`src/rtl/cfu_burst_initiator_pkg.sv`:
```
// -----------------------------------------------------------------------------
// cfu_burst_initiator_pkg
// Shared CFU definitions: payload widths, function-id constants and the
// burst-initiator state encoding.
// -----------------------------------------------------------------------------
package cfu_burst_initiator_pkg;

  localparam int CFU_FN_W   = 10;
  localparam int CFU_DATA_W = 32;

  localparam logic [CFU_FN_W-1:0] FN_READ  = 10'd0;
  localparam logic [CFU_FN_W-1:0] FN_WRITE = 10'd1;

  typedef enum logic [1:0] {
    ST_IDLE     = 2'd0,
    ST_ISSUE    = 2'd1,
    ST_WAIT_RSP = 2'd2,
    ST_DONE     = 2'd3
  } state_e;

endpackage

```
`src/rtl/cfu_burst_initiator.sv`:
```
// -----------------------------------------------------------------------------
// cfu_burst_initiator
// Issues a burst of single-outstanding CFU commands (read or write) to
// consecutive word addresses, accumulates the responses and reports
// completion or a response timeout.
//
// Ports
//   clk, reset_n          clock, asynchronous active-low reset
//   start, op             burst request (sampled in IDLE), 1 = write / 0 = read
//   base_addr, count      first address and number of commands
//   seed                  write data for index 0 (index i uses seed+i)
//   busy, done, error     status: not IDLE / one-cycle completion / sticky timeout
//   sum, last_rsp         running response sum and latest response word
//   cmd_*, rsp_*          CFU initiator command and response channels
// -----------------------------------------------------------------------------
module cfu_burst_initiator
  import cfu_burst_initiator_pkg::*;
#(
  parameter int ADDR_W  = 14,
  parameter int TIMEOUT = 16
) (
  input  logic                  clk,
  input  logic                  reset_n,
  input  logic                  start,
  input  logic                  op,
  input  logic [ADDR_W-1:0]     base_addr,
  input  logic [15:0]           count,
  input  logic [31:0]           seed,
  output logic                  busy,
  output logic                  done,
  output logic                  error,
  output logic [31:0]           sum,
  output logic [31:0]           last_rsp,
  output logic                  cmd_valid,
  input  logic                  cmd_ready,
  output logic [CFU_FN_W-1:0]   cmd_payload_function_id,
  output logic [CFU_DATA_W-1:0] cmd_payload_inputs_0,
  output logic [CFU_DATA_W-1:0] cmd_payload_inputs_1,
  input  logic                  rsp_valid,
  output logic                  rsp_ready,
  input  logic [CFU_DATA_W-1:0] rsp_payload_outputs_0
);

  // Timeout counter runs 0..TIMEOUT-1 across the WAIT_RSP cycles.
  localparam int                TMO_W    = (TIMEOUT > 1) ? $clog2(TIMEOUT) : 1;
  localparam logic [TMO_W-1:0]  TMO_LAST = TMO_W'(TIMEOUT - 1);

  state_e                  r_state;
  state_e                  w_next;

  logic                    r_op;
  logic [ADDR_W-1:0]       r_base;
  logic [15:0]             r_count;
  logic [31:0]             r_seed;
  logic [15:0]             r_idx;
  logic [TMO_W-1:0]        r_tmo;
  logic [31:0]             r_sum;
  logic [31:0]             r_last;
  logic                    r_error;

  logic                    w_accept;
  logic                    w_cmd_fire;
  logic                    w_rsp_fire;
  logic                    w_tmo_hit;
  logic                    w_last_cmd;
  logic [ADDR_W-1:0]       w_addr;

  assign w_accept   = (r_state == ST_IDLE) && start;
  assign w_cmd_fire = (r_state == ST_ISSUE) && cmd_ready;
  // rsp_ready is 1 throughout WAIT_RSP, so rsp_valid alone completes the handshake.
  assign w_rsp_fire = (r_state == ST_WAIT_RSP) && rsp_valid;
  // A response in the final allowed cycle still wins over the timeout.
  assign w_tmo_hit  = (r_state == ST_WAIT_RSP) && !rsp_valid && (r_tmo == TMO_LAST);
  assign w_last_cmd = ((r_idx + 16'd1) == r_count);
  assign w_addr     = r_base + ADDR_W'(r_idx);

  // State register
  always_ff @(posedge clk or negedge reset_n) begin
    if (!reset_n) begin
      r_state <= ST_IDLE;
    end else begin
      r_state <= w_next;
    end
  end

  // Next-state logic
  always_comb begin
    w_next = r_state;
    case (r_state)
      ST_IDLE: begin
        if (start) begin
          w_next = (count == 16'd0) ? ST_DONE : ST_ISSUE;
        end
      end
      ST_ISSUE: begin
        if (cmd_ready) begin
          w_next = ST_WAIT_RSP;
        end
      end
      ST_WAIT_RSP: begin
        if (rsp_valid) begin
          w_next = w_last_cmd ? ST_DONE : ST_ISSUE;
        end else if (w_tmo_hit) begin
          w_next = ST_DONE;
        end
      end
      ST_DONE: begin
        w_next = ST_IDLE;
      end
      default: begin
        w_next = ST_IDLE;
      end
    endcase
  end

  // Outputs: payload is only driven in ISSUE so it reads as zero elsewhere,
  // including immediately under reset.
  always_comb begin
    busy                    = 1'b0;
    done                    = 1'b0;
    cmd_valid               = 1'b0;
    rsp_ready               = 1'b0;
    cmd_payload_function_id = '0;
    cmd_payload_inputs_0    = '0;
    cmd_payload_inputs_1    = '0;
    case (r_state)
      ST_ISSUE: begin
        busy                    = 1'b1;
        cmd_valid               = 1'b1;
        rsp_ready               = 1'b1;
        cmd_payload_function_id = r_op ? FN_WRITE : FN_READ;
        cmd_payload_inputs_0    = CFU_DATA_W'(w_addr);
        cmd_payload_inputs_1    = r_op ? (r_seed + 32'(r_idx)) : 32'd0;
      end
      ST_WAIT_RSP: begin
        busy      = 1'b1;
        rsp_ready = 1'b1;
      end
      ST_DONE: begin
        busy = 1'b1;
        done = 1'b1;
      end
      default: begin
        busy = 1'b0;
      end
    endcase
  end

  // Burst context, index, timeout counter and response accumulation
  always_ff @(posedge clk or negedge reset_n) begin
    if (!reset_n) begin
      r_op    <= 1'b0;
      r_base  <= '0;
      r_count <= '0;
      r_seed  <= '0;
      r_idx   <= '0;
      r_tmo   <= '0;
      r_sum   <= '0;
      r_last  <= '0;
      r_error <= 1'b0;
    end else begin
      if (w_accept) begin
        r_op    <= op;
        r_base  <= base_addr;
        r_count <= count;
        r_seed  <= seed;
        r_idx   <= '0;
        r_sum   <= '0;
        r_error <= 1'b0;
      end
      if (w_cmd_fire) begin
        r_tmo <= '0;
      end
      if (w_rsp_fire) begin
        r_last <= rsp_payload_outputs_0;
        r_sum  <= r_sum + rsp_payload_outputs_0;
        r_idx  <= r_idx + 16'd1;
      end else if (r_state == ST_WAIT_RSP) begin
        r_tmo <= r_tmo + TMO_W'(1);
      end
      if (w_tmo_hit) begin
        r_error <= 1'b1;
      end
    end
  end

  assign error    = r_error;
  assign sum      = r_sum;
  assign last_rsp = r_last;

endmodule

```
`config.mk`:
```
export PLATFORM = sky130hd
export DESIGN_NAME = cfu_burst_initiator
export DESIGN_NICKNAME = d
export VERILOG_FILES = /design/src/rtl/cfu_burst_initiator_pkg.sv /design/src/rtl/cfu_burst_initiator.sv
export SDC_FILE = /design/constraint.sdc
export NUM_CORES = 1
export LEC_CHECK = 0
export ABC_AREA = 1
export CORE_MARGIN = 8
export CORE_UTILIZATION = 29
export CTS_CLUSTER_DIAMETER = 60
export DETAILED_ROUTE_END_ITERATION = 16
export MAX_ROUTING_LAYER = met4
export SYNTH_ARGS = -nofsm -noshare
export SYNTH_HDL_FRONTEND = slang
export SYNTH_SLANG_ARGS = --single-unit
```
`constraint.sdc`:
```
create_clock -name clk -period 3.6 [get_ports clk]
set_clock_uncertainty 0.05 [all_clocks]
set_input_delay 0.72 -clock clk [delete_from_list [all_inputs] [get_ports clk]]
set_output_delay 0.72 -clock clk [all_outputs]
set_load 0.02 [all_outputs]
```
==> impl_metrics.csv <==
group,metric,value,unit
run_status,status,"completed",
global_routing,grt_pass1_wl,56200,um
yosys,avgSynthCellArea,7.04,um2
layout,nets,1857,
setup_path,cp_cell_sequence,"ha_2 > inv_1 > fa_2 > nor2_2 > o21ai_1 > and2_4 > o21ai_4 > nand2_1 > nand2_2 > nand2_2 > nand2_4 > inv_2 > nor2_2 > nor2_1 > nor3_2 > buf_4",
global_routing,grt_pass1_vias,10600,
detailed_routing,wl_per_cell,16.2,um
yosys,netlist_area,10200,um2
power,power-per-cell-area,769,nW/um2
global_routing,grt_util_all_layers,0.173,
setup_path,arrival,2.68,ns
floorplan,dieArea,41300,um2
place,port_buffers,215,
setup_path,worst-path-buf-inv,3,
yosys,yosys.area_share.simple,0.296,
yosys,syn_inst,1444,
layout,area_growth_syn_to_layout,34.1,%
setup_path,critical-path-top-delay-family,"simple AND/OR/NAND/NOR gates",
layout,multi_input_area,5870,um2
global_routing,grt_overflow,0,
cts,cts_inserted_buffers,17,
floorplan,io_pins,243,
cts,clockRootBuffer,"clkbuf_16",
cts,clock_sinks,150,
sta,fin_crit,3.45,ns
sta,hold_viol_final,0,
yosys,synth.distinct_cells,48,
detailed_routing,drt_pass1_iterations,7,
yosys,synth_top_family_by_area,"simple AND/OR/NAND/NOR gates",
sta,slew_headroom,0.563,
global_routing,antenna_found_initial,1,
layout,nFillCells,3644,
floorplan,coreArea,34500,um2
yosys,yosysWarningCount,0,
setup_path,worstSetupPathType,"flop to output port",
yosys,yosys.area.top_type,"dfrtp_1",
layout,instances_no_fill,2155,
power,p_leak,6.71,nW
cts,insertion_delay,0.44,ns
yosys,synth_common_cells,"nand2_1, dfrtp_1, inv_1, o21ai_0, nor2_1",
yosys,yosysSeqAreaShare,0.369,
place,gp_congestion,0.893,
yosys,synthFlopType,"dfrtp_1",
setup_path,critPathSlowestCell,"dfrtp_1",
setup_path,required,2.83,ns
detailed_routing,vias,10200,
place,dpl_worst_slack,0.0108,ns
flow_run,maxCapViolCount,0,
detailed_routing,routed_via_density,4.73,
yosys,synth_compound_area_frac,0.156,
floorplan,die_y,203,um
detailed_routing,wl,35000,um
sta,tightestPinTransition,0.655,ns
floorplan,row_count,68,
sta,period_share,0.959,
yosys,yosys.cell_count.top_type,"nand2_1",
yosys,yosysTopAreaCellShare,0.369,
hold_path,worstHoldPathType,"input pin to async pin",
sta,slew_violations,0,
floorplan,die_x,203,um
global_routing,grt_max_degree,60,
sta,max_freq,290,MHz
floorplan,start_util,0.294,
yosys,synth_mux_area_frac,0,
cts,holdBufCountCts,0,
power,ir_drop,400,uV
layout,seq_area,3750,um2
setup_path,cp_slowest_stage_delay,0.36,ns
setup_path,crit_path_end_kind,"output port",
cts,clk_pin_slew,0.06,ns
detailed_routing,ant_nets,0,
yosys,synth-async-reset-ratio,1.00,
sta,setup_viol,0,
cts,cts_buffer_depth,2,
detailed_routing,drt_iter0_markers,498,
yosys,ys_top_cells_by_area,"dfrtp_1, nand2_1, ha_1, o21ai_0, a21oi_1",
sta,fin_ws,0.147,ns
detailed_routing,post-route-drc-count,0,
yosys,synthXorXnorAreaFrac,0.0134,
place,place_inst,2121,
setup_path,startpoint_type,"flop",
sta,rsz0062_at_grt,"true",
layout,layout-drive-gt1-share,0.0871,
yosys,ys_seq_elements,150,
cts,cts_tree,"yes",
cts,htree_levels,4,
setup_path,crit_fanout,7,
yosys,synth_fa_ha_area_frac,0.0883,
yosys,synth_edf_count,0,
place,dp_hpwl,27300,um
-- cell usage in the layout (no fill, tap or decap), drive strengths merged, types with 7 or more instances in the layout --
cell type,n
a21oi,110
nor3,17
clkdlybuf4s50,176
nand4,16
a21o,7
xor2,7
o21ai,127
o22ai,14
inv,126
nand3,57
conb,27
nand2,512
nor2,117
nor4,7
ha,67
clkbuf,32
buf,54
dfrtp,150
-- cell families after synthesis --
kind of cell | after synthesis
compound gates | 290
xor+xnor | 14
fa+ha+maj | 70
buf+inv | 182
flops | 150
other cells | 1
simple gates | 737
-- report_power, final --
part	switching, W	internal (W)	total (W)
clock network	0.000763	0.00106	0.00182
logic	0.00346	0.00222	0.00569
registers	0.000570	0.00241	0.00298
-- sequential cells by signal, indices dropped and copies added, names as in the netlist --
signal and cells:
r_tmo 4, last_rsp 32, r_state 2, r_seed 32, r_count 16, r_base 14
r_idx 16, error 1, sum 32, r_op 1
-- layer usage --
metal  GRT usage  wire [um]
met1       0.205      15500
met2       0.284      16700
met3      0.0474       2160
met4      0.0497        701
met5           -          0
-- worst reg2reg max path, delay by kind of cell (launching register included) --
family                   cells  cell delay, ns
buffers and inverters        1            0.11
AO/OA/AOI/OAI                2            0.35
AND/OR/NAND/NOR             10            0.95
adder cells (fa/ha/maj)      2            0.63
flip-flops                   1            0.40
-- per-stage QoR --
| step | area, um2 | util | power [W] | TNS [ns] | hold slack [ns] |
|---|---|---|---|---|---|
| finish | 13600 | 0.395 | 0.0105 | 0 | 0.199 |
| global route | 13600 | 0.395 | 0.0114 | -0.287 | 0.243 |
| CTS | 13600 | 0.393 | 0.0106 | -0.0520 | 0.216 |
| detailed placement | 13000 | 0.376 | 0.00869 | 0 | 0.415 |
| global placement | 13000 | 0.376 | 0.00866 | 0 | 0.412 |
| floorplan | 10300 | - | 0.00638 | 0 | 0.374 |
-- final timing paths --
check / end / startpoint / cells past startpoint / slack (ns)
max in group asynchronous: sum[5] / reset_n / 2 / 2.53
worst min register to register: last_rsp[7] / last_rsp[7] / 2 / 0.43
worst max register to register: sum[24] / sum[0] / 15 / 1.01
min in group clk: last_rsp[7] / last_rsp[7] / 2 / 0.43
worst min-delay path: last_rsp[25] / reset_n / 1 / 0.20
worst max-delay path: cmd_payload_inputs_1[20] / r_idx[0] / 16 / 0.15
-- timing repair --
action | 4_1_cts | 5_1_grt
setup endpoints to repair | 34 | 33
cloned | 0 | 0
pin swaps | 2 | 5
buffers inserted | 0 | 2
resized for setup | 75 | 61
-- layout make-up --
class / count / area share
Antenna cell: 1 / 0.000183
Tap cell: 455 / 0.0417
Clock inverter: 11 / 0.00899
Timing Repair Buffer: 257 / 0.176
Clock buffer: 20 / 0.0335
Inverter: 123 / 0.0339
Sequential cell: 150 / 0.275
Multi-Input combinational cell: 1138 / 0.430
(Power assumes the default switching activity.)
